<file path="src/rtl/sync_sample_ctrl.sv">
// syncUnit controller: drives its config/reset/override inputs and turns
// its sample pulses into decided bits (single sample or 2-of-3 vote).
module sync_sample_ctrl #(
  parameter int DEFAULT_PERIOD = 100,
  parameter int HOLD_CYCLES    = 2,
  parameter int IDLE_BITS      = 11
) (
  input  logic        clk,
  input  logic        reset,
  input  logic        cfgValid,
  output logic        cfgReady,
  input  logic [22:0] cfgPeriod,
  input  logic        cfgMulti,
  input  logic        cfgResyncEn,
  input  logic        txActive,
  input  logic        canClk,
  input  logic        samplePulse,
  input  logic        sampleVal,
  output logic        suResetN,
  output logic [22:0] suBitPeriod,
  output logic        suMulti,
  output logic        suOverride,
  output logic        bitValid,
  output logic        bitValue,
  output logic        voteErr,
  output logic        cfgErr,
  output logic        busIdle
);

  localparam int IW = $clog2(IDLE_BITS + 1);
  localparam int HW = (HOLD_CYCLES > 1) ? $clog2(HOLD_CYCLES) : 1;
  localparam logic [IW-1:0] IDLE_MAX  = IW'(IDLE_BITS);
  localparam logic [HW-1:0] HOLD_LAST = HW'(HOLD_CYCLES - 1);

  typedef enum logic [1:0] {
    HOLD  = 2'd0,
    RUN   = 2'd1,
    APPLY = 2'd2
  } state_t;

  state_t        state;
  logic [HW-1:0] holdCnt;
  logic          resyncEn;
  logic [IW-1:0] idleCnt;
  logic [IW-1:0] idleNext;
  logic [1:0]    sampCnt;
  logic [1:0]    baseCnt;
  logic          samp0;
  logic          samp1;
  logic          canClkQ;
  logic          canRise;
  logic          cfgHs;
  logic          applyGo;
  logic          inRun;
  logic          allSame;

  assign inRun    = (state == RUN);
  assign suResetN = inRun;
  assign cfgReady = inRun & busIdle;
  assign cfgHs    = cfgValid & cfgReady;
  assign applyGo  = cfgHs & (cfgPeriod != '0);

  assign suOverride = ~inRun | txActive
                    | (~resyncEn & ~busIdle);

  assign canRise = canClk & ~canClkQ;
  assign baseCnt = canRise ? 2'd0 : sampCnt;
  assign allSame = (samp0 == samp1)
                 & (samp1 == sampleVal);

  // Reset/apply sequencing and configuration registers.
  always_ff @(posedge clk) begin
    if (reset) begin
      state       <= HOLD;
      holdCnt     <= '0;
      suBitPeriod <= 23'(DEFAULT_PERIOD);
      suMulti     <= 1'b0;
      resyncEn    <= 1'b1;
      cfgErr      <= 1'b0;
    end else begin
      cfgErr <= 1'b0;
      unique case (state)
        HOLD, APPLY: begin
          if (holdCnt == HOLD_LAST) begin
            state   <= RUN;
            holdCnt <= '0;
          end else begin
            holdCnt <= holdCnt + 1'b1;
          end
        end
        RUN: begin
          if (cfgHs) begin
            if (cfgPeriod == '0) begin
              cfgErr <= 1'b1;
            end else begin
              state       <= APPLY;
              holdCnt     <= '0;
              suBitPeriod <= cfgPeriod;
              suMulti     <= cfgMulti;
              resyncEn    <= cfgResyncEn;
            end
          end
        end
        default: begin
          state   <= HOLD;
          holdCnt <= '0;
        end
      endcase
    end
  end

  // Bit decision from sample pulses, framed by canClk rising edges.
  always_ff @(posedge clk) begin
    if (reset) begin
      canClkQ  <= 1'b0;
      sampCnt  <= 2'd0;
      samp0    <= 1'b0;
      samp1    <= 1'b0;
      bitValid <= 1'b0;
      bitValue <= 1'b1;
      voteErr  <= 1'b0;
    end else begin
      canClkQ  <= canClk;
      bitValid <= 1'b0;
      voteErr  <= 1'b0;
      if (!inRun || applyGo) begin
        sampCnt <= 2'd0;
      end else begin
        if (canRise) begin
          sampCnt <= 2'd0;
          if (suMulti && sampCnt != 2'd0)
            voteErr <= 1'b1;
        end
        if (samplePulse) begin
          if (!suMulti) begin
            bitValid <= 1'b1;
            bitValue <= sampleVal;
          end else begin
            case (baseCnt)
              2'd1: begin
                samp1   <= sampleVal;
                sampCnt <= 2'd2;
              end
              2'd2: begin
                bitValid <= 1'b1;
                bitValue <= (samp0 & samp1)
                          | (samp0 & sampleVal)
                          | (samp1 & sampleVal);
                voteErr  <= ~allSame;
                sampCnt  <= 2'd0;
              end
              default: begin
                samp0   <= sampleVal;
                sampCnt <= 2'd1;
              end
            endcase
          end
        end
      end
    end
  end

  // Saturating count of consecutive recessive bits.
  always_comb begin
    idleNext = '0;
    if (bitValue)
      idleNext = (idleCnt == IDLE_MAX) ? idleCnt
                                       : idleCnt + 1'b1;
  end

  // Bus idle tracking, cleared outside RUN and on config apply.
  always_ff @(posedge clk) begin
    if (reset) begin
      idleCnt <= '0;
      busIdle <= 1'b0;
    end else if (!inRun || applyGo) begin
      idleCnt <= '0;
      busIdle <= 1'b0;
    end else if (bitValid) begin
      idleCnt <= idleNext;
      busIdle <= (idleNext == IDLE_MAX);
    end
  end

endmodule
</file>
<file path="config.mk">
export PLATFORM = sky130hd
export DESIGN_NAME = sync_sample_ctrl
export DESIGN_NICKNAME = d
export VERILOG_FILES = /design/src/rtl/sync_sample_ctrl.sv
export SDC_FILE = /design/constraint.sdc
export NUM_CORES = 1
export LEC_CHECK = 0
export CORE_MARGIN = 2
export CORE_UTILIZATION = 30
export CTS_CLUSTER_DIAMETER = 100
export CTS_CLUSTER_SIZE = 24
export DETAILED_ROUTE_END_ITERATION = 6
export MAX_ROUTING_LAYER = met4
export PLACE_DENSITY_LB_ADDON = 0.12
export SETUP_SLACK_MARGIN = 0.5
export SLEW_MARGIN = 5
export SYNTH_ARGS = -nofsm -noshare
export SYNTH_HDL_FRONTEND = slang
export SYNTH_SLANG_ARGS = --single-unit
</file>
<file path="constraint.sdc">
create_clock -name clk -period 1.55 [get_ports clk]
set_input_delay 0.155 -clock clk [delete_from_list [all_inputs] [get_ports clk]]
set_output_delay 0.155 -clock clk [all_outputs]
set_load 0.01 [all_outputs]
</file>
==> reports/results.ini <==
[route]
wl_met3_um=259
top_layer_used=met4
wl_mm=5.63
vias=1981
wl_per_cell_um=13.8
vias_per_cell=4.87
antenna_left=0
firstDrtPassIters=4
wl_met2_mm=2.79
m1WireLength_mm=2.56
drt-initial-drc-count=39
drc_errors=0

[cells_and_area]
nets=369
drive_above_1_share_pct=57.5
insertedDiodeCount=0
finalInstanceArea_mm2=0.00341
syn_to_final_growth_pct=84.6
n_fill_cell=581
fin_util_pct=57.3

[clock_tree]
clk_latency_ps=290
hold_buffers=0
numCtsBuffers=5
cts_root_buffer=clkbuf_8
cts_tree=built
htreeDepth=2
clkSinkCount=42
clk_pin_slew_ps=80
cts_buffer_depth=2

[setup_path]
cp-start-kind=flop
crit_type=reg2reg
end_kind=flop
cpPeakStageDelay_ps=380
crit_fanout=3
path_depth=7
critPathLaunch=canClkQ
r2r_end=samp0
cp_top_family=simple AND/OR/NAND/NOR gates
reg2reg_depth=7
r2r_start=canClkQ
crit_arrival_ps=1690
cp-endpoint=samp0
cp_cell_sequence=nand2b_4, nand2_4, inv_4, ha_4, nand3_2, or3_4, mux2i_1
required_ps=1730
critPathBufInv=1
worst-r2r-setup-slack_ps=40
cpMaxStageDelayCell=or3_4

[timing]
worst_pin_slew_ps=414
slew_headroom_pct=72.4
hold_viol=0
fmax_mhz=661
rsz0062_at_grt=true
slew_violations=0
fin_skew_ps=7.15
setup_viol=0
period_share_pct=97.6
fin_crit_ps=1510

[synthesis]
synthArstFlopShare_pct=0
synth-main-ff-cell=dfxtp_1
yosysUniqueCellTypes=40
synth_top_family_by_area=simple AND/OR/NAND/NOR gates
yosysWarnings=0
synth.top_cell.area_share_pct=45.5
yosysTopAreaCell=dfxtp_1
synth_compound_area_share_pct=14.9
synth_nets=263
synth_simple_gate_area_share_pct=28.7
synthMuxAreaShare_pct=1.62
synth_seq_area_share_pct=45.5
synthCells=225
ys_top_cells_by_area=dfxtp_1 (45%), nand2_1 (11%), a21oi_1 (6.5%)
synth_seq_cells=42
syn_area_mm2=0.00185
synth_fa_ha_area_share_pct=4.06
synth_edf_count=0
avgSynthCellArea_um2=8.22
synth-xor-area-share_pct=0.474

[placed_design]
portBuffers=63
placed_area_mm2=0.00274
dpl.hpwl_mm=3.47
gp_routability_congestion=0.727

[power_and_ir_drop]
irDropWorstVdd_mv=0.557
total_power_mw=2.18
total_leakage_power_nw=1.40
powerDensity_mw_per_mm2=639

[die]
die_area_mm2=0.00681
dieHeight_um=82.5
initial_core_util_pct=31.1
core-area_mm2=0.00596
io_pins=64
rows=28
die_w_um=82.5

[worst_hold_path]
min-delay-path-class=in2reg

[global_route]
grtUsageTotal_pct=17.0
first_global_vias=1846
grt_overflow=0
antenna_found_initial=0
grt_max_degree=35
grt_pass1_wl_mm=8.56

[outcome]
outcome=finished clean

[job]
maxCapViolCount=0

## kinds of logic after synthesis
logic type               Yosys count
flip-flops                        42
multiplexers                       3
buffers and inverters             18
adder cells (fa/ha/maj)            6
XOR/XNOR                           1
AO/OA/AOI/OAI                     45
AND/OR/NAND/NOR                  110
## metal layers
| metal | GRT usage, % | vias to the layer above |
|---|---|---|
| li1 | - | 988 |
| met1 | 21.7 | 943 |
| met2 | 28.1 | 48 |
| met3 | 3.48 | 2 |
| met4 | 3.44 | 0 |
| met5 | - | - |
## placed cells by master (no fill, tap or decap), drive strengths merged
cell	netlist	routed
a2111o	1	1
a21o	1	1
a21oi	30	30
a31oi	1	1
a32oi	1	1
and2	1	1
and3	1	1
and4	1	1
buf	7	62
clkbuf	5	23
clkdlybuf4s15	0	15
clkdlybuf4s50	0	7
clkinv	0	2
dfxtp	42	42
dlygate4sd2	0	10
ha	6	6
inv	6	6
mux2i	3	3
nand2	54	54
nand2b	5	5
nand3	4	4
nand3b	2	2
nand4	1	1
nor2	16	16
nor2b	4	4
nor3	11	11
nor4	3	3
nor4b	1	1
o2111ai	1	1
o21ai	7	7
o31ai	1	1
o32ai	1	1
o41ai	1	1
or3	3	3
or4	3	3
xor2	1	1
## synthesized netlist by cell type, types with 2 or more instances
cell type	count
nor2_2	4
o21ai_1	3
nand2_1	54
or4_4	2
nand3b_1	2
inv_1	6
a21oi_2	6
ha_1	6
nor2b_1	4
a21oi_1	24
o21ai_0	4
nand2b_1	5
or3_1	3
buf_2	2
nor2_1	11
nor4_1	3
mux2i_1	3
nor3_1	11
clkbuf_1	5
dfxtp_1	42
nand3_1	4
buf_4	3
## worst min-delay path: stages
cell and delay, ps:
buf_6 90, nand2_1 60, a21oi_2 40
## worst min path at each step
| stage | start | end | slack (ps) | cells after the start |
|---|---|---|---|---|
| 3_5_place_dp | suBitPeriod[20] | suBitPeriod[20] | 450 | 2 |
| 3_3_place_gp | suBitPeriod[15] | suBitPeriod[15] | 440 | 2 |
| 4_1_cts | cfgPeriod[1] | suBitPeriod[1] | 90 | 3 |
| 2_1_floorplan | cfgResyncEn | resyncEn | 280 | 2 |
| 6_report | cfgPeriod[1] | suBitPeriod[1] | 100 | 3 |
| 5_1_grt | cfgPeriod[1] | suBitPeriod[1] | 90 | 3 |
## registers in the layout (all words and copies together), names as in the netlist, 2 cells and up
signal / cells
idleCnt: 4
sampCnt: 2
suBitPeriod: 23
state: 2
## per-stage QoR
step           TNS [ps]  worst slack [ps]  hold WS (ps)  cells
2_1_floorplan         0              41.3           281    225
3_5_place_dp     -17010              -515           446    376
3_3_place_gp     -17010              -499           441    376
6_report              0              37.5          99.5    407
5_1_grt           -27.2             -27.2          88.6    407
4_1_cts               0              64.3          85.6    396
## cell type report
cell class | instances | area (um^2) | share of cell area [%]
multi-input cells | 165 | 1340 | 39.1
repair buffers | 111 | 1000 | 29.3
flip-flops and latches | 42 | 870 | 25.5
well taps | 75 | 93.8 | 2.75
clock buffers | 6 | 72.6 | 2.13
inverters | 6 | 27.5 | 0.806
clock inverters | 2 | 13.8 | 0.403
## repair_timing
item                                    4_1_cts  5_1_grt
endpoints found under the setup margin       73       69
pin swaps                                    26       33
resized for setup                           193       94
gates cloned                                  5        1
buffers inserted                              7       10
## power breakdown
part	internal (mW)	switching, mW	leakage, nW
sequential	1.10	0.0185	0.345
clock	0.318	0.377	0.0452
combinational	0.187	0.185	1.01
Note: power is estimated with default switching activity, not from simulation.
